### config.mk
export PLATFORM = sky130hd
export DESIGN_NAME = matmul_engine_flat
export DESIGN_NICKNAME = d
export VERILOG_FILES = /design/src/rtl/matmul_if.sv /design/src/rtl/matmul_engine.sv /design/src/flat_wrapper.sv
export SDC_FILE = /design/constraint.sdc
export NUM_CORES = 1
export LEC_CHECK = 0
export ABC_AREA = 1
export CAP_MARGIN = 20
export CORE_UTILIZATION = 50
export CTS_CLUSTER_SIZE = 12
export DETAILED_ROUTE_END_ITERATION = 12
export PLACE_DENSITY = 0.89
export SYNTH_ARGS = -nofsm -noshare
export SYNTH_HDL_FRONTEND = slang
export SYNTH_SLANG_ARGS = --single-unit
### constraint.sdc
create_clock -name clk -period 8 [get_ports clk]
set_clock_uncertainty 0.2 [all_clocks]
set_input_delay 0.8 -clock clk [delete_from_list [all_inputs] [get_ports clk]]
set_output_delay 0.8 -clock clk [all_outputs]
set_load 0.1 [all_outputs]
### src/rtl/matmul_if.sv
// Bus bundle for matmul_engine: control handshake, A/B RAM read ports and the C output stream.
interface matmul_if #(
  parameter int N         = 2,
  parameter int dataWidth = 4,
  parameter int accWidth  = 2*dataWidth + $clog2(N)
);
  localparam int AW = $clog2(N*N);

  logic                 start;
  logic                 busy;
  logic                 done;
  logic [AW-1:0]        a_rdaddr;
  logic [dataWidth-1:0] a_rddata;
  logic [AW-1:0]        b_rdaddr;
  logic [dataWidth-1:0] b_rddata;
  logic                 c_valid;
  logic                 c_ready;
  logic [accWidth-1:0]  c_data;
  logic [AW-1:0]        c_index;

  modport master (
    input  start, a_rddata, b_rddata, c_ready,
    output busy, done, a_rdaddr, b_rdaddr, c_valid, c_data, c_index
  );

  modport slave (
    output start, a_rddata, b_rddata, c_ready,
    input  busy, done, a_rdaddr, b_rdaddr, c_valid, c_data, c_index
  );
endinterface

### src/rtl/matmul_engine.sv
// Streams C = A x B one element at a time: N reads of row i of A and column j of B,
// an unsigned multiply-accumulate fed by 1-cycle RAM reads, then a valid/ready handoff.
module matmul_engine #(
  parameter int N         = 2,
  parameter int dataWidth = 4,
  parameter int accWidth  = 2*dataWidth + $clog2(N)
) (
  input  logic      clk,
  input  logic      rst,
  matmul_if.master  bus
);
  localparam int AW = $clog2(N*N);
  localparam int CW = $clog2(N);
  localparam logic [CW-1:0] LAST = CW'(N-1);

  typedef enum logic [2:0] {
    IDLE_ST = 3'd0,
    READ_ST = 3'd1,
    WAIT_ST = 3'd2,
    OUT_ST  = 3'd3,
    DONE_ST = 3'd4
  } state_t;

  state_t               state_r, state_next_s;
  logic [CW-1:0]        i_r, j_r, k_r;
  logic [CW-1:0]        i_next_s, j_next_s, k_next_s;
  logic [accWidth-1:0]  acc_r, acc_next_s, prod_s;
  logic                 rd_vld_r;
  logic                 busy_r, done_r, c_valid_r;
  logic [AW-1:0]        a_rdaddr_r, b_rdaddr_r, c_index_r;

  assign prod_s = accWidth'(bus.a_rddata) * accWidth'(bus.b_rddata);

  // Next-state, counter and accumulator update logic
  always_comb begin
    state_next_s = state_r;
    i_next_s     = i_r;
    j_next_s     = j_r;
    k_next_s     = k_r;
    if (rd_vld_r) begin
      acc_next_s = acc_r + prod_s;
    end else begin
      acc_next_s = acc_r;
    end
    case (state_r)
      IDLE_ST: begin
        if (bus.start) begin
          state_next_s = READ_ST;
          i_next_s     = CW'(0);
          j_next_s     = CW'(0);
          k_next_s     = CW'(0);
          acc_next_s   = accWidth'(0);
        end else begin
          state_next_s = IDLE_ST;
        end
      end
      READ_ST: begin
        if (k_r == LAST) begin
          state_next_s = WAIT_ST;
          k_next_s     = CW'(0);
        end else begin
          k_next_s     = k_r + CW'(1);
        end
      end
      WAIT_ST: begin
        state_next_s = OUT_ST;
      end
      OUT_ST: begin
        if (bus.c_ready) begin
          acc_next_s = accWidth'(0);
          if (j_r == LAST) begin
            j_next_s = CW'(0);
            if (i_r == LAST) begin
              i_next_s     = CW'(0);
              state_next_s = DONE_ST;
            end else begin
              i_next_s     = i_r + CW'(1);
              state_next_s = READ_ST;
            end
          end else begin
            j_next_s     = j_r + CW'(1);
            state_next_s = READ_ST;
          end
        end else begin
          state_next_s = OUT_ST;
        end
      end
      DONE_ST: begin
        state_next_s = IDLE_ST;
      end
      default: begin
        state_next_s = IDLE_ST;
      end
    endcase
  end

  // State, datapath and output registers; outputs are precomputed from next-state values
  always_ff @(posedge clk) begin
    if (rst) begin
      state_r    <= IDLE_ST;
      i_r        <= CW'(0);
      j_r        <= CW'(0);
      k_r        <= CW'(0);
      acc_r      <= accWidth'(0);
      rd_vld_r   <= 1'b0;
      busy_r     <= 1'b0;
      done_r     <= 1'b0;
      c_valid_r  <= 1'b0;
      a_rdaddr_r <= AW'(0);
      b_rdaddr_r <= AW'(0);
      c_index_r  <= AW'(0);
    end else begin
      state_r    <= state_next_s;
      i_r        <= i_next_s;
      j_r        <= j_next_s;
      k_r        <= k_next_s;
      acc_r      <= acc_next_s;
      rd_vld_r   <= (state_r == READ_ST);
      busy_r     <= (state_next_s == READ_ST) || (state_next_s == WAIT_ST) ||
                    (state_next_s == OUT_ST);
      done_r     <= (state_next_s == DONE_ST);
      c_valid_r  <= (state_next_s == OUT_ST);
      a_rdaddr_r <= AW'(i_next_s) * AW'(N) + AW'(k_next_s);
      b_rdaddr_r <= AW'(k_next_s) * AW'(N) + AW'(j_next_s);
      c_index_r  <= AW'(i_next_s) * AW'(N) + AW'(j_next_s);
    end
  end

  assign bus.busy     = busy_r;
  assign bus.done     = done_r;
  assign bus.c_valid  = c_valid_r;
  assign bus.c_data   = acc_r;
  assign bus.c_index  = c_index_r;
  assign bus.a_rdaddr = a_rdaddr_r;
  assign bus.b_rdaddr = b_rdaddr_r;
endmodule

### src/flat_wrapper.sv
// flat-port wrapper written by rule: the top's interface ports become plain ports
module matmul_engine_flat 
#(
  parameter int N         = 2,
  parameter int dataWidth = 4,
  parameter int accWidth  = 2*dataWidth + $clog2(N)
)
  (clk, rst, bus_start, bus_a_rddata, bus_b_rddata, bus_c_ready, bus_busy, bus_done, bus_a_rdaddr, bus_b_rdaddr, bus_c_valid, bus_c_data, bus_c_index);
  matmul_if #(.N(N), .dataWidth(dataWidth), .accWidth(accWidth)) bus_i ();
  input  logic clk;
  input  logic rst;
  input wire logic [$bits(bus_i.start)-1:0] bus_start;
  input wire logic [$bits(bus_i.a_rddata)-1:0] bus_a_rddata;
  input wire logic [$bits(bus_i.b_rddata)-1:0] bus_b_rddata;
  input wire logic [$bits(bus_i.c_ready)-1:0] bus_c_ready;
  output wire logic [$bits(bus_i.busy)-1:0] bus_busy;
  output wire logic [$bits(bus_i.done)-1:0] bus_done;
  output wire logic [$bits(bus_i.a_rdaddr)-1:0] bus_a_rdaddr;
  output wire logic [$bits(bus_i.b_rdaddr)-1:0] bus_b_rdaddr;
  output wire logic [$bits(bus_i.c_valid)-1:0] bus_c_valid;
  output wire logic [$bits(bus_i.c_data)-1:0] bus_c_data;
  output wire logic [$bits(bus_i.c_index)-1:0] bus_c_index;
  assign bus_i.start = bus_start;
  assign bus_i.a_rddata = bus_a_rddata;
  assign bus_i.b_rddata = bus_b_rddata;
  assign bus_i.c_ready = bus_c_ready;
  assign bus_busy = bus_i.busy;
  assign bus_done = bus_i.done;
  assign bus_a_rdaddr = bus_i.a_rdaddr;
  assign bus_b_rdaddr = bus_i.b_rdaddr;
  assign bus_c_valid = bus_i.c_valid;
  assign bus_c_data = bus_i.c_data;
  assign bus_c_index = bus_i.c_index;
  matmul_engine #(.N(N), .dataWidth(dataWidth), .accWidth(accWidth)) u_core (.clk(clk), .rst(rst), .bus(bus_i));
endmodule
==> results.tsv <==
stage	metric	value	unit
floorplan	dieWidth	58.9	µm
critical_path	worstSetupPathType	in2reg	
critical_path	worstPathMaxFanout	5	
synth	synth_top_cell_by_area	dfxtp_1	
clock_network	clock_latency	0.30	ns
cells_and_area	finalInstanceArea	1940	µm²
cells_and_area	fillers	273	
synth	synth_seq_cells	19	
critical_path	arrival	4.00	ns
timing	setup_viol	0	
clock_network	cts_max_level	1	
critical_path	worst_ep_required_time	8.00	ns
synth	postSynthCellCount	234	
synth	synthXorXnorAreaFrac	1.62	%
grt	grt_pass1_wl	4840	µm
clock_network	cts_hold_buf	0	
placement	numPortBuffers	29	
placement	dpl_cell_area	1920	µm²
critical_path	crit_path_end_kind	flip-flop	
worst_hold_path	worstHoldPathType	reg2reg	
cells_and_area	syn_to_final_growth	19.9	%
critical_path	ff2ff_setup_slack	5.71	ns
critical_path	crit_end	u_core.bus.c_data[8]	
power_and_ir_drop	power	277	µW
floorplan	initial_core_util	53.0	%
timing	post-route-period-util	50.0	%
placement	gp_routability_congestion	0.805	
power_and_ir_drop	power_density	142	nW/µm²
floorplan	die-area	3470	µm²
power_and_ir_drop	ir_worst_vdd	0.153	mV
grt	grt_usage	18.3	%
synth	synth_top_family_by_area	simple AND/OR/NAND/NOR gates	
clock_network	path_clk_slew	0.11	ns
clock_network	clockBufferDepth	2	
clock_network	numCtsBuffers	3	
floorplan	num_rows	20	
synth	synth_compound_area_share	5.49	%
timing	worst_pin_slew	0.975	ns
cells_and_area	multiInputGateArea	936	µm²
placement	dp_slack	3.68	ns
routing	wl	2900	µm
synth	postSynthAreaPerCell	6.92	µm²
cells_and_area	drive_above_1_share	5.00	%
clock_network	post_cts_buffers	0	
floorplan	num_io_pins	30	
clock_network	cts_tree	done	
placement	post-dp-hpwl	2310	µm
synth	ys.warnings.count	0	
routing	viasPerCell	4.62	
synth	synth-adder-area-share	25.0	%
grt	grt_max_degree	14	
synth	synth_mux_area_share	0	%
flow_run	cap_violations	0	
clock_network	cts_resized	0	
cells_and_area	nNetsFinal	300	
cells_and_area	seqCellArea	380	µm²
grt	antenna_found_initial	0	
critical_path	r2r-start	u_core.bus.c_data[3]	
routing	drt-initial-drc-count	80	
routing	drc	0	
synth	ys_types	23	
clock_network	cts.sinks	19	
routing	drt_pass1_iterations	4	
timing	maxSlewHeadroom	34.8	%
timing	slew_violations	0	
cells_and_area	fin_util	63.6	%
synth	synth_area_leaders	dfxtp_1 23%, inv_1 15%, ha_1 14%, nand2_1 12%, fa_1 11%	
synth	yosysTopAreaCellShare	23.5	%
power_and_ir_drop	p_leak	0.00110	µW
critical_path	rr_worst_depth	12	
critical_path	worstReg2RegEnd	u_core.bus.c_data[8]	
critical_path	critPathLaunchType	primary input	
timing	fmax	250	MHz
synth	synthesis.area	1620	µm²
critical_path	cp-startpoint	bus_a_rddata[0]	
timing	worst_slack	4.00	ns
floorplan	die_h	58.9	µm
worst_hold_path	hold_depth	2	
status	outcome	finished clean	
timing	rsz0062_at_grt	no	
synth	synth_fp_nets	273	
synth	synthSimpleGateAreaFrac	25.7	%
routing	vias	1403	
clock_network	root_buffer	clkbuf_4	
grt	first_global_vias	1225	
floorplan	coreArea	3050	µm²
timing	hold_viol_final	0	
routing	antenna_left	0	
synth	yosysSeqAreaShare	23.5	%
cells_and_area	diodes	0	
routing	wire_per_inst	9.54	µm
timing	min_period	4.00	ns
grt	grt.overflow.total	0	
timing	final.setup.tns	0	ns
worst max-delay path: stages:
cell             delay [ns]
clkdlybuf4s50_1        0.54
nand2_1                0.10
fa_1                   0.51
fa_1                   0.51
fa_1                   0.52
inv_1                  0.04
ha_1                   0.34
a21oi_1                0.17
nand2_1                0.11
nand2_1                0.09
nand2_1                0.05
nand2_1                0.05
nand3_1                0.06
nand2_1                0.07
inv_1                  0.04
synth_stat cells:
library cell	count
nand4_1	3
nor3b_1	2
ha_1	18
nand3_1	10
nor2_1	20
dfxtp_1	19
nand4_2	1
fa_1	9
a21oi_1	5
o21ai_2	1
nor3_1	2
buf_4	6
nand2_1	51
o21ai_0	9
nor2_2	3
xnor2_1	2
inv_4	1
clkbuf_1	1
nand2_2	2
nand2_4	1
inv_1	66
xor2_1	1
a211o_2	1
area by class of cell:
| cell class | count | area share [%] |
|---|---|---|
| Sequential cell | 19 | 19.6 |
| Timing Repair Buffer | 29 | 14.9 |
| Tap cell | 44 | 2.84 |
| Clock buffer | 4 | 1.35 |
| Inverter | 67 | 13.1 |
| Multi-Input combinational cell | 141 | 48.2 |
worst min-delay path by stage:
stage / start / to / slack, ns
finish: u_core.bus.c_data[1] / u_core.bus.c_data[1] / 0.31
global route: u_core.bus.c_data[0] / u_core.bus.c_data[0] / 0.37
CTS: u_core.bus.c_data[1] / u_core.bus.c_data[1] / 0.31
detailed placement: u_core.bus.c_data[1] / u_core.bus.c_data[1] / 0.29
global placement: u_core.bus.c_data[1] / u_core.bus.c_data[1] / 0.29
floorplan: flip-flop / flip-flop / 0.27
placed cells by master, fill, tap and decap left out, types with 2 or more instances in the layout:
cell             Yosys  final
xnor2_1              2      2
inv_1               66     66
nand2_1             51     51
nor2_1              20     20
clkbuf_4             0      3
fa_1                 9      9
nand2_2              2      2
ha_1                18     18
nand4_1              3      3
o21ai_0              9      9
a21oi_1              5      5
nor3_1               2      2
nand3_1             10     10
clkdlybuf4s50_1      0     29
dfxtp_1             19     19
nor2_2               3      3
nor3b_1              2      2
cells by family (layout without fill, tap and decap cells):
kind of cell | after synthesis | in the layout
and+or+nand+nor | 95 | 95
buffers and inverters | 74 | 100
adders and majority gates | 27 | 27
DFF | 19 | 19
AOI/OAI and AO/OA | 16 | 16
xor gates and xnor gates | 3 | 3
per-layer routing:
metal  vias to the layer above  GRT usage [%]  wire (µm)
li1                        738              -          -
met1                       620           23.4       1420
met2                        37           29.2       1310
met3                         8           4.84        119
met4                         0           7.48         53
met5                         -              0          0
power breakdown:
group          switching (µW)  leakage (µW)  internal [µW]
clock                    29.0     0.0000150           19.4
combinational            81.7      0.000926           41.4
sequential               5.44      0.000154           99.6
per-stage QoR:
stage                     hold WS [ns]  std cells
after detailed placement         0.293        300
after floorplan                  0.274        234
final                            0.306        304
after global routing             0.372        304
after global placement           0.288        300
after CTS                        0.310        304
No activity file was read; power rests on OpenSTA's default activity.
